==> config.mk <==
export PLATFORM = sky130hd
export DESIGN_NAME = red_seq
export DESIGN_NICKNAME = d
export VERILOG_FILES = /design/src/rtl/red_pkg.sv /design/src/rtl/red_acc_add.sv /design/src/rtl/red_seq.sv
export SDC_FILE = /design/constraint.sdc
export NUM_CORES = 1
export LEC_CHECK = 0
export ABC_AREA = 1
export BUFFER_PORTS_ARGS = -buffer_cell sky130_fd_sc_hd__buf_2
export CORE_MARGIN = 1
export CORE_UTILIZATION = 28
export DETAILED_ROUTE_END_ITERATION = 8
export PLACE_DENSITY = 0.6
export SLEW_MARGIN = 15
export SYNTH_ARGS = -nofsm -noshare
export SYNTH_HDL_FRONTEND = slang
export SYNTH_SLANG_ARGS = --single-unit
export TNS_END_PERCENT = 20
==> constraint.sdc <==
create_clock -name clk -period 2.3 [get_ports clk]
set_clock_uncertainty 0.2 [all_clocks]
set_input_delay 0.345 -clock clk [delete_from_list [all_inputs] [get_ports clk]]
set_output_delay 0.345 -clock clk [all_outputs]
set_load 0.05 [all_outputs]
==> src/rtl/red_pkg.sv <==
// Shared types, widths and helpers for the RED reduction sequencer.
// Imported by the sequencer top and its accumulator adder.
`timescale 1ns/1ps
package red_pkg;

    localparam int NIB_W  = 4;
    localparam int ACC_W  = 7;
    localparam int CNT_W  = 3;
    localparam int DATA_W = 16;

    typedef enum logic [1:0] {
        ST_IDLE = 2'd0,
        ST_ACC  = 2'd1,
        ST_DONE = 2'd2
    } state_t;

    function automatic logic [ACC_W-1:0] sext_nib(input logic [NIB_W-1:0] nib);
        return {{(ACC_W-NIB_W){nib[NIB_W-1]}}, nib};
    endfunction

endpackage

==> src/rtl/red_acc_add.sv <==
// Shared 7-bit two's-complement adder; the sequencer reuses it once per nibble.
// Carry-out is dropped: the accumulator range already covers every legal sum.
`timescale 1ns/1ps
module red_acc_add
    import red_pkg::*;
(
    input  logic [ACC_W-1:0] i_acc,
    input  logic [ACC_W-1:0] i_nib,
    output logic [ACC_W-1:0] o_sum
);

    assign o_sum = i_acc + i_nib;

endmodule

==> src/rtl/red_seq.sv <==
// Iterative reduction sequencer: sums the eight signed nibbles of two 16-bit
// operands through one shared adder and returns the sign-extended total.
`timescale 1ns/1ps
module red_seq
    import red_pkg::*;
(
    input  logic              clk,
    input  logic              rst,
    input  logic              flush,
    input  logic              in_valid,
    output logic              in_ready,
    input  logic [DATA_W-1:0] a,
    input  logic [DATA_W-1:0] b,
    output logic              out_valid,
    input  logic              out_ready,
    output logic [DATA_W-1:0] r,
    output logic              busy
);

    state_t             r_state;
    logic [ACC_W-1:0]   r_acc;
    logic [CNT_W-1:0]   r_cnt;
    logic [DATA_W-1:0]  r_op_a;
    logic [DATA_W-1:0]  r_op_b;

    logic [DATA_W-1:0]  w_op_sel;
    logic [NIB_W-1:0]   w_nib;
    logic [ACC_W-1:0]   w_nib_ext;
    logic [ACC_W-1:0]   w_sum;
    logic               w_last;

    // cnt[0] alternates A/B, cnt[2:1] walks the nibble position low to high.
    assign w_op_sel = r_cnt[0] ? r_op_b : r_op_a;

    always_comb begin
        w_nib = '0;
        case (r_cnt[2:1])
            2'd0:    w_nib = w_op_sel[3:0];
            2'd1:    w_nib = w_op_sel[7:4];
            2'd2:    w_nib = w_op_sel[11:8];
            default: w_nib = w_op_sel[15:12];
        endcase
    end

    assign w_nib_ext = sext_nib(w_nib);
    assign w_last    = (r_cnt == {CNT_W{1'b1}});

    red_acc_add u_acc_add (
        .i_acc (r_acc),
        .i_nib (w_nib_ext),
        .o_sum (w_sum)
    );

    always_ff @(posedge clk or posedge rst) begin
        if (rst) begin
            r_state <= ST_IDLE;
            r_acc   <= '0;
            r_cnt   <= '0;
            r_op_a  <= '0;
            r_op_b  <= '0;
        end else if (flush) begin
            // A flushed result is simply dropped, even if out_ready is high.
            r_state <= ST_IDLE;
            r_acc   <= '0;
            r_cnt   <= '0;
        end else begin
            case (r_state)
                ST_IDLE: begin
                    if (in_valid) begin
                        r_op_a  <= a;
                        r_op_b  <= b;
                        r_acc   <= '0;
                        r_cnt   <= '0;
                        r_state <= ST_ACC;
                    end
                end
                ST_ACC: begin
                    r_acc <= w_sum;
                    r_cnt <= r_cnt + 1'b1;
                    if (w_last) begin
                        r_state <= ST_DONE;
                    end
                end
                ST_DONE: begin
                    if (out_ready) begin
                        r_state <= ST_IDLE;
                    end
                end
                default: begin
                    r_state <= ST_IDLE;
                end
            endcase
        end
    end

    assign in_ready  = (r_state == ST_IDLE);
    assign out_valid = (r_state == ST_DONE);
    assign busy      = (r_state != ST_IDLE);
    assign r         = {{(DATA_W-ACC_W){r_acc[ACC_W-1]}}, r_acc};

endmodule
# Word level (Yosys, flattened, before mapping)
# Cells that the tools add are included.
# totals
wordCells,36
out_inout_bits,19
input_bits,37
ff_bits,44
# op_classes
bitwise,1
reduce_logical,7
add_sub_neg,2
n_eq_ne,8
mux,13
# op_table
op,n
16-bit 2-to-1 mux,1
7-bit 2-to-1 mux,2
7-bit one-hot mux with 2 select lines,1
4-bit one-hot mux with 3 select lines,1
2-bit 2-to-1 mux,4
7-bit adder,1
3-bit 2-to-1 mux,2
3-bit != test (second input constant),2
2-bit one-hot mux with 3 select lines,1
3-bit one-hot mux with 2 select lines,1
3-bit AND reduction,2
2-bit by 1-bit equality test with 1-bit output (second input constant),2
2-bit equality test (second input constant),2
2-bit logical NOT,2
3-bit by 1-bit adder with 3-bit output (second input constant),1
3-bit equality test (second input constant),1
3-bit by 2-bit != test with 1-bit output (second input constant),1
3-bit nonzero test,1
2-bit AND reduction,1
2-bit nonzero test,1
1-bit NOT,1

# Logic depth before layout (Yosys ltp)
# Gate-level depths: netlist (run 1).
# logic_depth
depth_word,5
ltp_mapped,18
depth_no_buf,18

# Hierarchy
# From an unflattened synthesis (run 1), not the netlist that was laid out.
# unflattened
cells_unflattened,333
hier_area_um2,2538.7
# by_module_without_submodules
module,instances,seq_area_each_um2,area_per_inst_um2,cells_per_inst
red_seq,1,1101.1,2238.4,279
red_acc_add,1,0.0,300.3,54

# Worst setup path after synthesis (run 1)
# Ideal clock, no wire load.
# synth_timing
path_type,flip-flop to flip-flop
start,reg r_cnt[0]
end,reg r_acc[4]
path_slack_ns,-0.133
stages_incl_launch_ff,12
required_time_ns,2.035
n_path_buf,1
period_less_slack_ns,2.433
setup_time_ns,0.065
arrival_ns,2.168
cell_sequence,dfrtp_1 inv_1 buf_2 o21ai_0 a221oi_1 o22ai_1 ha_1 fa_1 a21boi_0 o21ai_0 a21oi_1 a21o_1
# synth_between
elab_chain_len,5
# synth_rtl
element,line_no,rtl
start: declaration,red_seq.sv:22,logic [CNT_W-1:0] r_cnt;
start signal: assignment,red_seq.sv:79,r_cnt <= r_cnt + 1'b1;
16-bit 2-to-1 mux,red_seq.sv:33,assign w_op_sel = r_cnt[0] ? r_op_b : r_op_a;
4-bit one-hot mux with 3 select lines,red_seq.sv:37,case (r_cnt[2:1])
7-bit adder,red_acc_add.sv:12,assign o_sum = i_acc + i_nib;
7-bit one-hot mux with 2 select lines,red_seq.sv:67,case (r_state)
7-bit 2-to-1 mux,red_seq.sv:61,end else if (flush) begin
end signal: assignment,red_seq.sv:78,r_acc <= w_sum;
end: declaration,red_seq.sv:21,logic [ACC_W-1:0] r_acc;
# No other way between the ends.
# A chain may end at the register's enable or synchronous reset.

# Worst setup path after layout (run 1)
# layout_timing
start,reg r_cnt[2]
end,reg r_acc[5]
# layout_between
elab_chain_len,5
word_cells_on_any_way,7
classes_between,1 x add/sub; 2 x eq/ne; 3 x mux; 1 x reduce/logical
# layout_rtl
element,line_no
2-bit equality test (tied with other cells),red_seq.sv:37
4-bit one-hot mux with 3 select lines *,red_seq.sv:37
7-bit adder *,red_acc_add.sv:12
7-bit one-hot mux with 2 select lines *,red_seq.sv:67
7-bit 2-to-1 mux *,red_seq.sv:61
# Mark *: on every way between the ends. The rest lies on a longest branch, timed or not.

==> results.tsv, run 1 <==
stage	metric	value	unit
power_and_ir_drop	pwr dens	820.6	nW/um2
worst_setup_path	critical-path cell list	buf_6 > nor2_4 > a21oi_2 > o221ai_2 > a21oi_1 > a21oi_1 > ha_1 > a21oi_1 > nand2_1 > nand2_1 > nand2_1 > a21oi_2 > nand2_1 > nand2_1 > o21ai_1	
sta	TNS Setup	-0.1495	ns
worst_setup_path	R2R cell count	15	
worst_setup_path	max incr delay on CP	0.43	ns
worst_setup_path	reg2reg start	r_cnt[2]	
job	Max-Cap Viols	0	
hold_path	hold path cells	2	
floorplanning	io pins	56	
yosys	Synth Area in Adders	5.164	%
floorplanning	Core Footprint	7888	um2
finish	fillers	810	
floorplanning	Die Y	93.15	um
finish	ratio of cells with drive above 1 in the final layout	44.59	%
sta	hold_ws	0.05060	ns
sta	normalized max-slew margin	62.93	%
route	Final ANT Viol Nets	0	
cts	Max clock buf depth	2	
power_and_ir_drop	Max VDD drop	316.8	uV
hold_path	HP Start	out_ready	
placement	global placement routability congestion	0.8019	
finish	commonest cells after routing, fill and taps aside	55 x buf_2, 43 x dfrtp_1, 38 x nand2_1	
power_and_ir_drop	Leak Pwr	1.509	nW
sta	pins over their slew limit	0	
floorplanning	effective utilization at floorplan	29.49	%
placement	Placed Area	2739	um2
cts	H-tree level count	2	
hold_path	Hold Crit Endpoint	r_state[1]	
global_routing	GRT Util Overall	12.63	%
yosys	area of the mapped netlist	2326	um2
finish	cell area after layout	3005	um2
route	final wirelength	4967	um
sta	min Tclk post-route	2.368	ns
finish	Area Growth Syn to Fin	29.21	%
finish	Antenna Cells	0	
yosys	Yosys cell types	32	
sta	RSZ-0062 raised after global routing	yes	
yosys	Seq cells post-synth	44	
cts	CTS Sinks	44	
floorplanning	Die X	93.15	um
sta	Max Clock Freq	0.4223	GHz
sta	Hold Vio Cnt, Final	0	
worst_setup_path	Crit path required time	2.29	ns
global_routing	first-pass GRT wire length	8611	um
cts	cts bufs inserted	5	
yosys	Synthesized Nets	283	
yosys	leading area contributor after synthesis	dfrtp_1	
worst_setup_path	Reg2Reg Capture Point	r_acc[5]	
finish	final core utilization	38.10	%
sta	setup ws final	-0.06793	ns
hold_path	Hold WC Path Type	primary input to flip-flop	
global_routing	total congestion overflow	0	
floorplanning	Cell Rows	32	
route	DR pass1 iterations	4	
finish	# nets final	350	
finish	most common cell after layout, fill and taps aside	buf_2	
sta	final setup vio count	3	
global_routing	initial antenna violation count	0	
yosys	Syn Area/Cell	9.814	um2
cts	Reg clk slew, reported paths	0.08	ns
route	routed wire length per instance	12.20	um
route	Iteration-0 DRC Markers	112	
worst_setup_path	Reg2Reg Setup Slack	-0.07	ns
cts	worst-skew pair later-pin latency	0.29	ns
route	Vias	1808	
floorplanning	Die ar.	8676	um2
yosys	sequential cell area fraction in the yosys report	47.34	%
worst_setup_path	WS Path Type	flip-flop to flip-flop	
placement	PortBufs	55	
outcome	failing checks	setup timing	
yosys	Simple-Gate Fraction of Synth Area	13.93	%
outcome	outcome	complete, but fails checks	
global_routing	largest net degree at the start of global routing	45	
sta	Worst Tran Pin Value	0.5561	ns
placement	Placed Cells	393	
finish	fin cells	407	
sta	fin crit share	103.0	%
yosys	synth top area cells	dfrtp_1 47%, mux2_2 11%, nand2_1 6.5%, ha_1 4.3%, a21oi_1 3.7%	
global_routing	vias in the first global route	1869	
worst_setup_path	crit start category	flip-flop	
yosys	Yosys warnings	0	
worst_setup_path	CP dominant cell by count	nand2_1	
cts	CTS tree	built	
yosys	mux contribution to synthesized area	13.45	%
worst_setup_path	Worst setup EP type	flip-flop	
yosys	synthesized instance count	237	
yosys	Compound-Gate Fraction of Synth Area	10.49	%
yosys	largest family of logic cells by synthesized area	simple AND/OR/NAND/NOR gates	
worst_setup_path	CP arrival	2.36	ns
route	drt via density	4.442	
route	DRC Markers	0	
cts	Clock Tree Root	clkbuf_8	
placement	HPWL after detailed placement	3735	um
worst_setup_path	CP max FO	6	
yosys	Post-Synth XOR/XNOR Area	0.3765	%
worst_setup_path	critical path's slowest cell	dfrtp_1	
yosys	Synth top area share	47.34	%
worst max path at each step:
stage / startpoint / endpoint / slack [ns] / cells after the start
floorplan: r_cnt[0] / r_acc[6] / 0.01 / 14
global placement: r_cnt[2] / r_acc[6] / -0.15 / 13
detailed placement: r_cnt[2] / r_acc[6] / -0.16 / 13
CTS: r_cnt[2] / r_acc[6] / -0.09 / 13
global route: r_cnt[2] / r_acc[6] / -0.28 / 16
finish: r_cnt[2] / r_acc[5] / -0.07 / 15
registers in the layout (all words and copies together) (netlist names):
| signal | count |
|---|---|
| r_op_b | 16 |
| r_op_a | 16 |
| r_state | 2 |
| r_cnt | 3 |
| r_acc | 7 |
layout make-up:
cell class	instances	area (um2)	share of cell area [%]
sequential	44	1102	36.68
multi-input combinational	151	1089	36.22
timing repair buffer	76	462.9	15.40
tap	102	127.6	4.246
inverter	26	102.6	3.414
clock buffer	6	82.58	2.748
clock inverter	2	38.79	1.291
per-stage QoR:
| step | power, W | setup slack (ns) |
|---|---|---|
| after floorplan | 0.001587 | 0.01426 |
| after global placement | 0.001773 | -0.1475 |
| after detailed placement | 0.001790 | -0.1628 |
| after CTS | 0.002466 | -0.08816 |
| after global routing | 0.002626 | -0.2835 |
| final | 0.002466 | -0.06793 |
worst max-delay path: cells and delay by family, from the launching register on:
kind,cells,cell delay [ns]
adders and majority gates,1,0.28
buffers and inverters,1,0.14
AOI/OAI and AO/OA,7,0.69
and+or+nand+nor,6,0.54
DFF,1,0.43
cells in the mapped netlist, drive strengths merged:
master   instances
a21boi           1
a21o             1
a21oi           17
a221oi           2
a22o             2
buf             16
clkinv           1
dfrtp           44
fa               1
ha               8
inv             25
mux2            26
mux2i            2
nand2           43
nand3           10
nand4            2
nor2            15
nor3             1
o2111ai          1
o211ai           1
o21a             1
o21ai           14
o221ai           1
o22ai            1
xnor2            1
routing by layer:
layer	global-route usage (%)	routed length [um]	share of wire [%]
met5	0	0	0
met4	3.077	38	0.77
met3	2.764	203	4.1
met2	19.79	2280	46
met1	17.70	2445	49
power breakdown:
group | switching (W) | internal [W] | total [W]
combinational | 0.000478 | 0.000351 | 0.000829
clock | 0.000270 | 0.000355 | 0.000625
sequential | 0.0000972 | 0.000915 | 0.00101
cell families after synthesis:
family,count (synthesis)
compound gates,42
xor+xnor,1
fa+ha+maj,9
buf+inv,42
flops,44
mux,28
simple gates,71
timing repair:
item,in CTS,in global routing
buffers inserted,5,0
resized for setup,19,11
endpoints found under the setup margin,4,6
hold buffers,1,0
pin swaps,12,4
endpoints found under the hold margin,7,0
(Power assumes the default switching activity.)
==> inputs of run 2 (changes only) <==
Settings changed: CORE_ASPECT_RATIO from default to 1.5.
==> results.tsv, run 2 (same netlist as run 1, synthesis figures left out) <==
stage	metric	value	unit	change
global_routing	total congestion overflow	0		unchanged
finish	commonest cells after routing, fill and taps aside	55 x buf_2, 42 x dfrtp_1, 40 x nand2_1		
finish	ratio of cells with drive above 1 in the final layout	45.10	%	+0.51 points
floorplanning	Cell Rows	40		+25%
cts	cts bufs inserted	5		unchanged
sta	hold_ws	-0.007651	ns	-0.05825 ns
placement	global placement routability congestion	0.8844		+10%
power_and_ir_drop	Max VDD drop	448.5	uV	+42%
route	Final ANT Viol Nets	0		unchanged
sta	final setup vio count	4		+1
sta	Hold Vio Cnt, Final	5		+5
sta	setup ws final	-0.1841	ns	-0.1161 ns
sta	Worst Tran Pin Value	0.5617	ns	+0.005619 ns
route	DR pass1 iterations	4		unchanged
floorplanning	Die ar.	8683	um2	about the same
finish	Antenna Cells	0		unchanged
global_routing	initial antenna violation count	0		unchanged
floorplanning	Die Y	113.6	um	+22%
placement	pre-CTS WS	-0.2085	ns	-0.04562 ns
worst_setup_path	CP max FO	6		unchanged
route	Vias	1849		+2.3%
sta	TNS Setup	-0.5405	ns	-0.3909 ns
route	Iteration-0 DRC Markers	73		-35%
floorplanning	Core Footprint	8008	um2	+1.5%
global_routing	vias in the first global route	1943		+4.0%
global_routing	GRT Util Overall	13.12	%	+0.50 points
sta	Max Clock Freq	0.4026	GHz	-4.7%
cts	CTS tree	built		
global_routing	largest net degree at the start of global routing	45		unchanged
route	final wirelength	5286	um	+6.4%
placement	HPWL after detailed placement	3933	um	+5.3%
power_and_ir_drop	pwr dens	847.6	nW/um2	+3.3%
sta	normalized max-slew margin	62.55	%	-0.37 points
worst_setup_path	crit start category	flip-flop		
worst_setup_path	Crit path required time	2.27	ns	-0.02 ns
power_and_ir_drop	Leak Pwr	1.527	nW	+1.2%
floorplanning	Die X	76.42	um	-18%
placement	Placed Cells	398		+1.3%
route	drt via density	4.499		+1.3%
job	Max-Cap Viols	0		unchanged
finish	most common cell after layout, fill and taps aside	buf_2		
power_and_ir_drop	Pwr Total	0.002592	W	+5.1%
placement	PortBufs	55		unchanged
finish	# nets final	351		+0.29%
worst_setup_path	WS Path Type	flip-flop to flip-flop		
floorplanning	io pins	56		unchanged
outcome	failing checks	hold timing, setup timing		
hold_path	Hold WC Path Type	primary input to async pin		
cts	worst-skew pair later-pin latency	0.28	ns	about the same
worst_setup_path	Worst setup EP type	flip-flop		
cts	Reg clk slew, reported paths	0.06	ns	-0.02 ns
route	DRC Markers	0		unchanged
sta	fin crit share	108.0	%	+5.0 points
finish	biggest regs	r_op_a x16, r_op_b x16, r_acc x7		
sta	RSZ-0062 raised after global routing	yes		
cts	H-tree level count	2		unchanged
route	routed wire length per instance	12.86	um	+5.4%
worst_setup_path	CP arrival	2.45	ns	+0.09 ns
sta	pins over their slew limit	0		unchanged
cts	CTS Sinks	44		unchanged
finish	fin cells	411		+0.98%
global_routing	first-pass GRT wire length	8873	um	+3.0%
sta	min Tclk post-route	2.484	ns	+0.1161 ns
outcome	outcome	complete, but fails checks		
floorplanning	effective utilization at floorplan	29.05	%	-0.44 points
finish	Area Growth Syn to Fin	31.47	%	
cts	Clock Tree Root	clkbuf_16		
cts	Max clock buf depth	2		unchanged
-- run 2: path summary, 6_finish.rpt --
| kind | slack [ns] | from | cells after the start | endpoint |
|---|---|---|---|---|
| max | -0.18 | r_cnt[2] | 13 | r_acc[6] |
| min | -0.008 | rst | 3 | r_op_b[13] |
| max reg2reg | -0.18 | r_cnt[2] | 13 | r_acc[6] |
| min reg2reg | 0.30 | r_op_b[15] | 1 | r_op_b[15] |
| max in group asynchronous | 1.48 | rst | 3 | r_cnt[1] |
| min in group clk | 0.06 | out_ready | 2 | r_state[1] |
-- run 2: final cells by class --
| class | instances | area, um2 |
|---|---|---|
| fillers | 843 | 4950 |
| flip-flops and latches | 44 | 1104 |
| multi-input cells | 151 | 1101 |
| repair buffers | 77 | 475.5 |
| clock buffers | 8 | 146.4 |
| well taps | 105 | 131.4 |
| inverters | 26 | 100.1 |
-- run 2: timing repair --
item / CTS / global route
setup buffers: 3 / 2
hold buffers: 0 / 0
pin swaps: 10 / 13
resized for setup: 19 / 14
setup endpoints to repair: 4 / 6
-- run 2: worst max-delay path, cell delays in order, from the launching register on --
cell,delay (ns)
dfrtp_1,0.43
buf_6,0.13
nor2_4,0.05
buf_6,0.12
a221oi_2,0.28
o22ai_2,0.10
ha_2,0.20
fa_2,0.38
nand4_1,0.09
o211ai_1,0.11
inv_1,0.07
nand3_1,0.06
nand3_1,0.08
nand2_1,0.07
-- run 2: stage by stage --
step	util, %	cell area (um2)	hold slack (ns)
final	38.19	3058	-0.007651
after global routing	38.19	3058	0.05979
after CTS	37.34	2990	0.02943
after detailed placement	34.44	2758	0.2897
after global placement	34.44	2758	0.2800
after floorplan	-	2331	0.2523
-- run 2: per-layer routing --
layer  track usage (%)  up-vias  share of wire [%]
met5                 0        -                  0
met4             7.821        0                3.6
met3             2.320       13                2.9
met2             23.78       43                 53
met1             14.20      869                 40
li1                  -      924                  -
-- run 2: where the power goes --
group	switching, W	internal (W)
Sequential	0.0000999	0.000917
Clock	0.000273	0.000433
Combinational	0.000503	0.000366
